==> src/rtl/cnn_layer_sequencer.sv <==
// cnn_layer_sequencer: walks the layer descriptor stream and drives the conv, pool and FC engines.
module cnn_layer_sequencer #(
   parameter int ADDR_W = 16,
   parameter int DATA_W = 16,
   parameter int MAX_K  = 7
) (
   input  logic              clk,
   input  logic              rst,
   input  logic              start,
   output logic              busy,
   output logic              done,
   output logic              error,
   output logic              mem_rd,
   output logic [ADDR_W-1:0] mem_addr,
   input  logic [DATA_W-1:0] mem_rdata,
   output logic [7:0]        layer_idx,
   output logic [DATA_W-1:0] cfg_ksize,
   output logic [DATA_W-1:0] cfg_nkern,
   output logic [DATA_W-1:0] cfg_nbias,
   output logic [ADDR_W-1:0] cfg_bias_base,
   output logic [ADDR_W-1:0] cfg_wgt_base,
   output logic              conv_start,
   input  logic              conv_done,
   output logic              pool_start,
   input  logic              pool_done,
   output logic              fc_start,
   input  logic              fc_done
);
   localparam int W = 3 * DATA_W + 2;
   typedef enum logic [3:0] {
      IDLE, RD_CNT, RD_TYPE, RD_K, RD_N, RD_B, CALC, CONV_GO, CONV_WAIT,
      POOL_GO, POOL_WAIT, FC_GO, FC_WAIT, FIN, ERR
   } state_t;
   state_t state;
   logic ph;
   logic [DATA_W-1:0] cnt, k_r, n_r, b_r;
   logic [ADDR_W-1:0] hdr;
   logic [W-1:0] bias_w, wgt_w, next_w;
   logic last, bad_hdr, eng_done;
   // wide enough that no descriptor can wrap before the range check
   always_comb begin
      bias_w = W'(hdr) + W'(4);
      wgt_w  = bias_w + W'(b_r);
      next_w = wgt_w + W'(n_r) * W'(k_r) * W'(k_r);
   end
   assign last     = (DATA_W'(layer_idx) + DATA_W'(1)) == cnt;
   assign bad_hdr  = (k_r == '0) || (k_r > DATA_W'(MAX_K)) || (n_r == '0);
   assign eng_done = (state == CONV_WAIT) ? conv_done : pool_done;
   always_ff @(posedge clk) begin
      if (rst) begin
         state         <= IDLE;
         ph            <= 1'b0;
         cnt           <= '0;
         k_r           <= '0;
         n_r           <= '0;
         b_r           <= '0;
         hdr           <= '0;
         busy          <= 1'b0;
         done          <= 1'b0;
         error         <= 1'b0;
         mem_rd        <= 1'b0;
         mem_addr      <= '0;
         layer_idx     <= '0;
         cfg_ksize     <= '0;
         cfg_nkern     <= '0;
         cfg_nbias     <= '0;
         cfg_bias_base <= '0;
         cfg_wgt_base  <= '0;
         conv_start    <= 1'b0;
         pool_start    <= 1'b0;
         fc_start      <= 1'b0;
      end else begin
         mem_rd     <= 1'b0;
         conv_start <= 1'b0;
         pool_start <= 1'b0;
         fc_start   <= 1'b0;
         done       <= 1'b0;
         case (state)
            IDLE, ERR: if (start) begin
               state     <= RD_CNT;
               ph        <= 1'b0;
               mem_rd    <= 1'b1;
               mem_addr  <= '0;
               layer_idx <= '0;
               busy      <= 1'b1;
               error     <= 1'b0;
            end
            // mem_addr doubles as the descriptor pointer; ph splits issue/capture
            RD_CNT, RD_TYPE, RD_K, RD_N, RD_B: if (!ph) ph <= 1'b1;
            else begin
               ph       <= 1'b0;
               mem_addr <= mem_addr + ADDR_W'(1);
               case (state)
                  RD_CNT: begin
                     cnt <= mem_rdata;
                     if (mem_rdata == '0) begin
                        state    <= FC_GO;
                        fc_start <= 1'b1;
                     end else begin
                        state  <= RD_TYPE;
                        mem_rd <= 1'b1;
                     end
                  end
                  RD_TYPE: begin
                     hdr <= mem_addr;
                     if (mem_rdata == DATA_W'(0)) begin
                        state  <= RD_K;
                        mem_rd <= 1'b1;
                     end else if (mem_rdata == DATA_W'(1)) begin
                        state      <= POOL_GO;
                        pool_start <= 1'b1;
                     end else begin
                        state <= ERR;
                        busy  <= 1'b0;
                        error <= 1'b1;
                     end
                  end
                  RD_K: begin
                     k_r    <= mem_rdata;
                     state  <= RD_N;
                     mem_rd <= 1'b1;
                  end
                  RD_N: begin
                     n_r    <= mem_rdata;
                     state  <= RD_B;
                     mem_rd <= 1'b1;
                  end
                  default: begin
                     b_r   <= mem_rdata;
                     state <= bad_hdr ? ERR : CALC;
                     busy  <= !bad_hdr;
                     error <= bad_hdr;
                  end
               endcase
            end
            CALC: if (|next_w[W-1:ADDR_W]) begin
               state <= ERR;
               busy  <= 1'b0;
               error <= 1'b1;
            end else begin
               cfg_ksize     <= k_r;
               cfg_nkern     <= n_r;
               cfg_nbias     <= b_r;
               cfg_bias_base <= bias_w[ADDR_W-1:0];
               cfg_wgt_base  <= wgt_w[ADDR_W-1:0];
               mem_addr      <= next_w[ADDR_W-1:0];
               state         <= CONV_GO;
               conv_start    <= 1'b1;
            end
            CONV_GO: state <= CONV_WAIT;
            POOL_GO: state <= POOL_WAIT;
            FC_GO:   state <= FC_WAIT;
            CONV_WAIT, POOL_WAIT: if (eng_done) begin
               layer_idx <= layer_idx + 8'd1;
               if (last) begin
                  state    <= FC_GO;
                  fc_start <= 1'b1;
               end else begin
                  state  <= RD_TYPE;
                  mem_rd <= 1'b1;
               end
            end
            FC_WAIT: if (fc_done) begin
               state <= FIN;
               done  <= 1'b1;
               busy  <= 1'b0;
            end
            default: state <= IDLE;
         endcase
      end
   end
endmodule

==> config.mk <==
export PLATFORM = sky130hd
export DESIGN_NAME = cnn_layer_sequencer
export DESIGN_NICKNAME = d
export VERILOG_FILES = /design/src/rtl/cnn_layer_sequencer.sv
export SDC_FILE = /design/constraint.sdc
export NUM_CORES = 2
export LEC_CHECK = 0
export CORE_ASPECT_RATIO = 1.25
export CORE_MARGIN = 3
export CORE_UTILIZATION = 50
export DETAILED_ROUTE_END_ITERATION = 16
export HOLD_SLACK_MARGIN = 0.02
export PLACE_DENSITY = 0.75
export SKIP_LAST_GASP = 1
export SLEW_MARGIN = 20
export SYNTH_ARGS = -nofsm -noshare
export SYNTH_HDL_FRONTEND = slang
export SYNTH_SLANG_ARGS = --single-unit
==> constraint.sdc <==
create_clock -name clk -period 14.1 [get_ports clk]
set_input_delay 3.525 -clock clk [delete_from_list [all_inputs] [get_ports clk]]
set_output_delay 3.525 -clock clk [all_outputs]
set_load 0.02 [all_outputs]
==> results.ini <==
[outcome]
outcome=completed

[synthesis]
yosysSeqAreaShare=0.113
synth_area_per_cell_um2=8.58
synth_async_sr_flop_share=0
ys_seq_elements=196
synth.distinct_cells=77
yosysWarnings=0
ys.flop_type=dfxtp_1
synth_cells=4052
syn-num-nets=4969
syn_area_um2=34800
synth_edf_count=0

[sta]
final_hold_viol_count=0
layout_setup_ws_ns=0.522
setup_viol=0
worst_pin_slew_ns=1.10
slew_viol_final=0
min_period_ns=13.58
setup_tns_ns=0
fmax_mhz=73.7
relSlewSlack=0.265
fin_skew_ns=0.0123
whs_ns=0.458
finalCritPeriodShare=0.963

[clocking]
clk_pin_slew_ns=0.08
cts_made_buffers=17
clock_latency_ns=0.45
postCtsHoldBufs=0
cts_max_level=4
root_buffer=clkbuf_16
clkSinkCount=196
tritoncts=yes
cts_buffer_depth=2

[setup_path]
critPathTopFamily=adder cells
arrival_ns=13.88
required_ns=14.41
crit_path_start_kind=register
worstPathBufferInverterCount=9
crit_top_cell=fa_1
critical_path_class=register to register
endpoint_kind=register
cp_max_fo=35
slowest_delay_ns=0.59
slowest_stage=dfxtp_2

[global_route]
grt_antenna_before_repair=1
grtUsageMet1=0.325
grt_use_met3=0.0344
grt_pass1_wl_um=160000
grt_pass1_vias=30000
grt.total_usage=0.275
grt_overflow=0
grt_max_degree=96
grt.met2_usage=0.489
top_usage_layer=met2

[power]
cellPowerDensity_nw_per_um2=40.6
power.switching_uw=558
ir_drop_v=0.000136
p_leak_uw=0.0152
p_comb_frac=0.251
sequentialPowerShare=0.411
p_int_uw=980
pwr-share-clk=0.338
netSwitchingFraction=0.363

[floorplanning]
io_pins=133
core_area_um2=68500
rows=107
dieArea_um2=72700
die_w_um=242
initial_core_util=0.507
die_y_um=301

[cells_and_area]
area_growth_pct=8.86
fill_cells=6210
fin_nets=4986
fin_cells=5008
drive_gt1_frac=0.0446
antennaDiodeCount=0

[routing]
ant_nets=0
num_vias=28600
via_per_inst=5.71
drt_pass1_iterations=8
drt-initial-drc-count=2189
avgRoutedWirePerCell_um=19.9
finalWirelength_um=99700
remaining_drc_errors=0

[worst_hold_path]
hold_class=register to register

[place]
dpl.cell_count=4973
hpwl_um=77800
place_worst_setup_slack_ns=0.297
place.gp.congestion=0.952
port_buffers=132

[flow_run]
maxCapViolCount=0

-- worst paths after layout --
kind / startpoint / end / slack, ns / cells past startpoint
min reg2reg: cnt[14] / cnt[14] / 0.46 / 2
min: cnt[14] / cnt[14] / 0.46 / 2
max: k_r[6] / cfg_nkern[3] / 0.52 / 45
max reg2reg: k_r[6] / cfg_nkern[3] / 0.52 / 45
-- synth_stat cells (13+ instances only) --
library cell	number	area, um2
nand2b_1	16	100
dfxtp_1	196	3920
a21o_1	26	195
nand4_1	25	156
o21bai_1	20	150
nor3_1	48	240
xnor2_1	64	561
inv_1	645	2420
a211oi_1	15	113
or3_1	13	81.3
nand2_1	623	2340
a21oi_1	200	1000
and2_1	392	2450
mux2i_1	81	811
ha_1	263	3290
fa_1	632	12700
and3_1	39	244
clkbuf_1	214	803
o21ai_0	60	300
nor2b_1	16	100
nor4_1	20	125
nand3_1	43	215
nor2_1	179	672
xor2_1	31	272
-- cell type report --
type	count	area (um2)	share of cell area
clock buffers	18	439	0.0116
clock inverters	14	178	0.00470
inverters	645	2420	0.0640
multi-input cells	2979	27600	0.729
flip-flops and latches	196	3950	0.104
well taps	926	1160	0.0306
repair buffers	230	2110	0.0557
-- layer usage --
layer  share of wire  vias to the layer above
li1                -                    12700
met1            0.38                    14300
met2            0.50                     1248
met3           0.062                      337
met4           0.064                        0
met5               0                        -
-- repair_timing --
action                     CTS  global route
setup endpoints to repair    0           100
setup buffers                0             2
resized for setup            0            13
-- per-stage QoR --
step           cell area [um2]  utilization  total power [uW]
6_report                 37800        0.552              1540
5_1_grt                  37800        0.552              1600
4_1_cts                  37700        0.551              1520
3_5_place_dp             37100        0.542              1010
3_3_place_gp             37100        0.542              1010
2_1_floorplan            34800            -               893
-- cell usage in the layout (no fill, tap or decap), types with 15 or more instances in the layout --
master / instances
a211oi_1: 15
o21bai_1: 20
and2_1: 392
and3_1: 39
a21o_1: 26
clkdlybuf4s50_1: 131
o21ai_0: 60
nor2b_1: 16
ha_1: 263
nand3_1: 43
xnor2_1: 54
dfxtp_2: 21
nand4_1: 25
nor4_1: 20
inv_1: 645
dfxtp_1: 175
buf_4: 93
mux2i_1: 81
nand2_1: 623
xor2_1: 30
fa_1: 632
clkbuf_16: 18
a21oi_1: 199
nand2b_1: 16
nor2_1: 178
nor3_1: 48
-- kinds of logic (layout without fill, tap and decap cells) --
kind of cell | Yosys count | count (layout) | synth area share
flip-flops | 196 | 196 | 0.113
buffers and inverters | 877 | 907 | 0.0966
multiplexers | 85 | 85 | 0.0246
AND/OR/NAND/NOR | 1444 | 1444 | 0.201
adder cells (fa/ha/maj) | 895 | 895 | 0.459
XOR/XNOR | 95 | 95 | 0.0239
AO/OA/AOI/OAI | 460 | 460 | 0.0825
-- flip-flops by register name, indices dropped and copies added, names as in the netlist, 8 cells and up --
register       cells
b_r               16
cfg_bias_base     16
cfg_ksize         16
cfg_nbias         16
cfg_nkern         16
cfg_wgt_base      16
cnt               16
hdr               16
k_r               16
mem_addr          16
n_r               16
layer_idx          8
-- worst min-delay path: stages (launching register included) --
cell and delay (ns):
dfxtp_1 0.32, nand2_1 0.05, a21oi_1 0.05
-- power groups by stage --
stage / clock, uW / combinational, uW / sequential (uW)
finish: 520 / 386 / 632
global route: 541 / 419 / 635
CTS: 522 / 374 / 629
detailed placement: 0 / 372 / 641
global placement: 0 / 369 / 641
floorplan: 0 / 276 / 617
(Power assumes the default switching activity.)
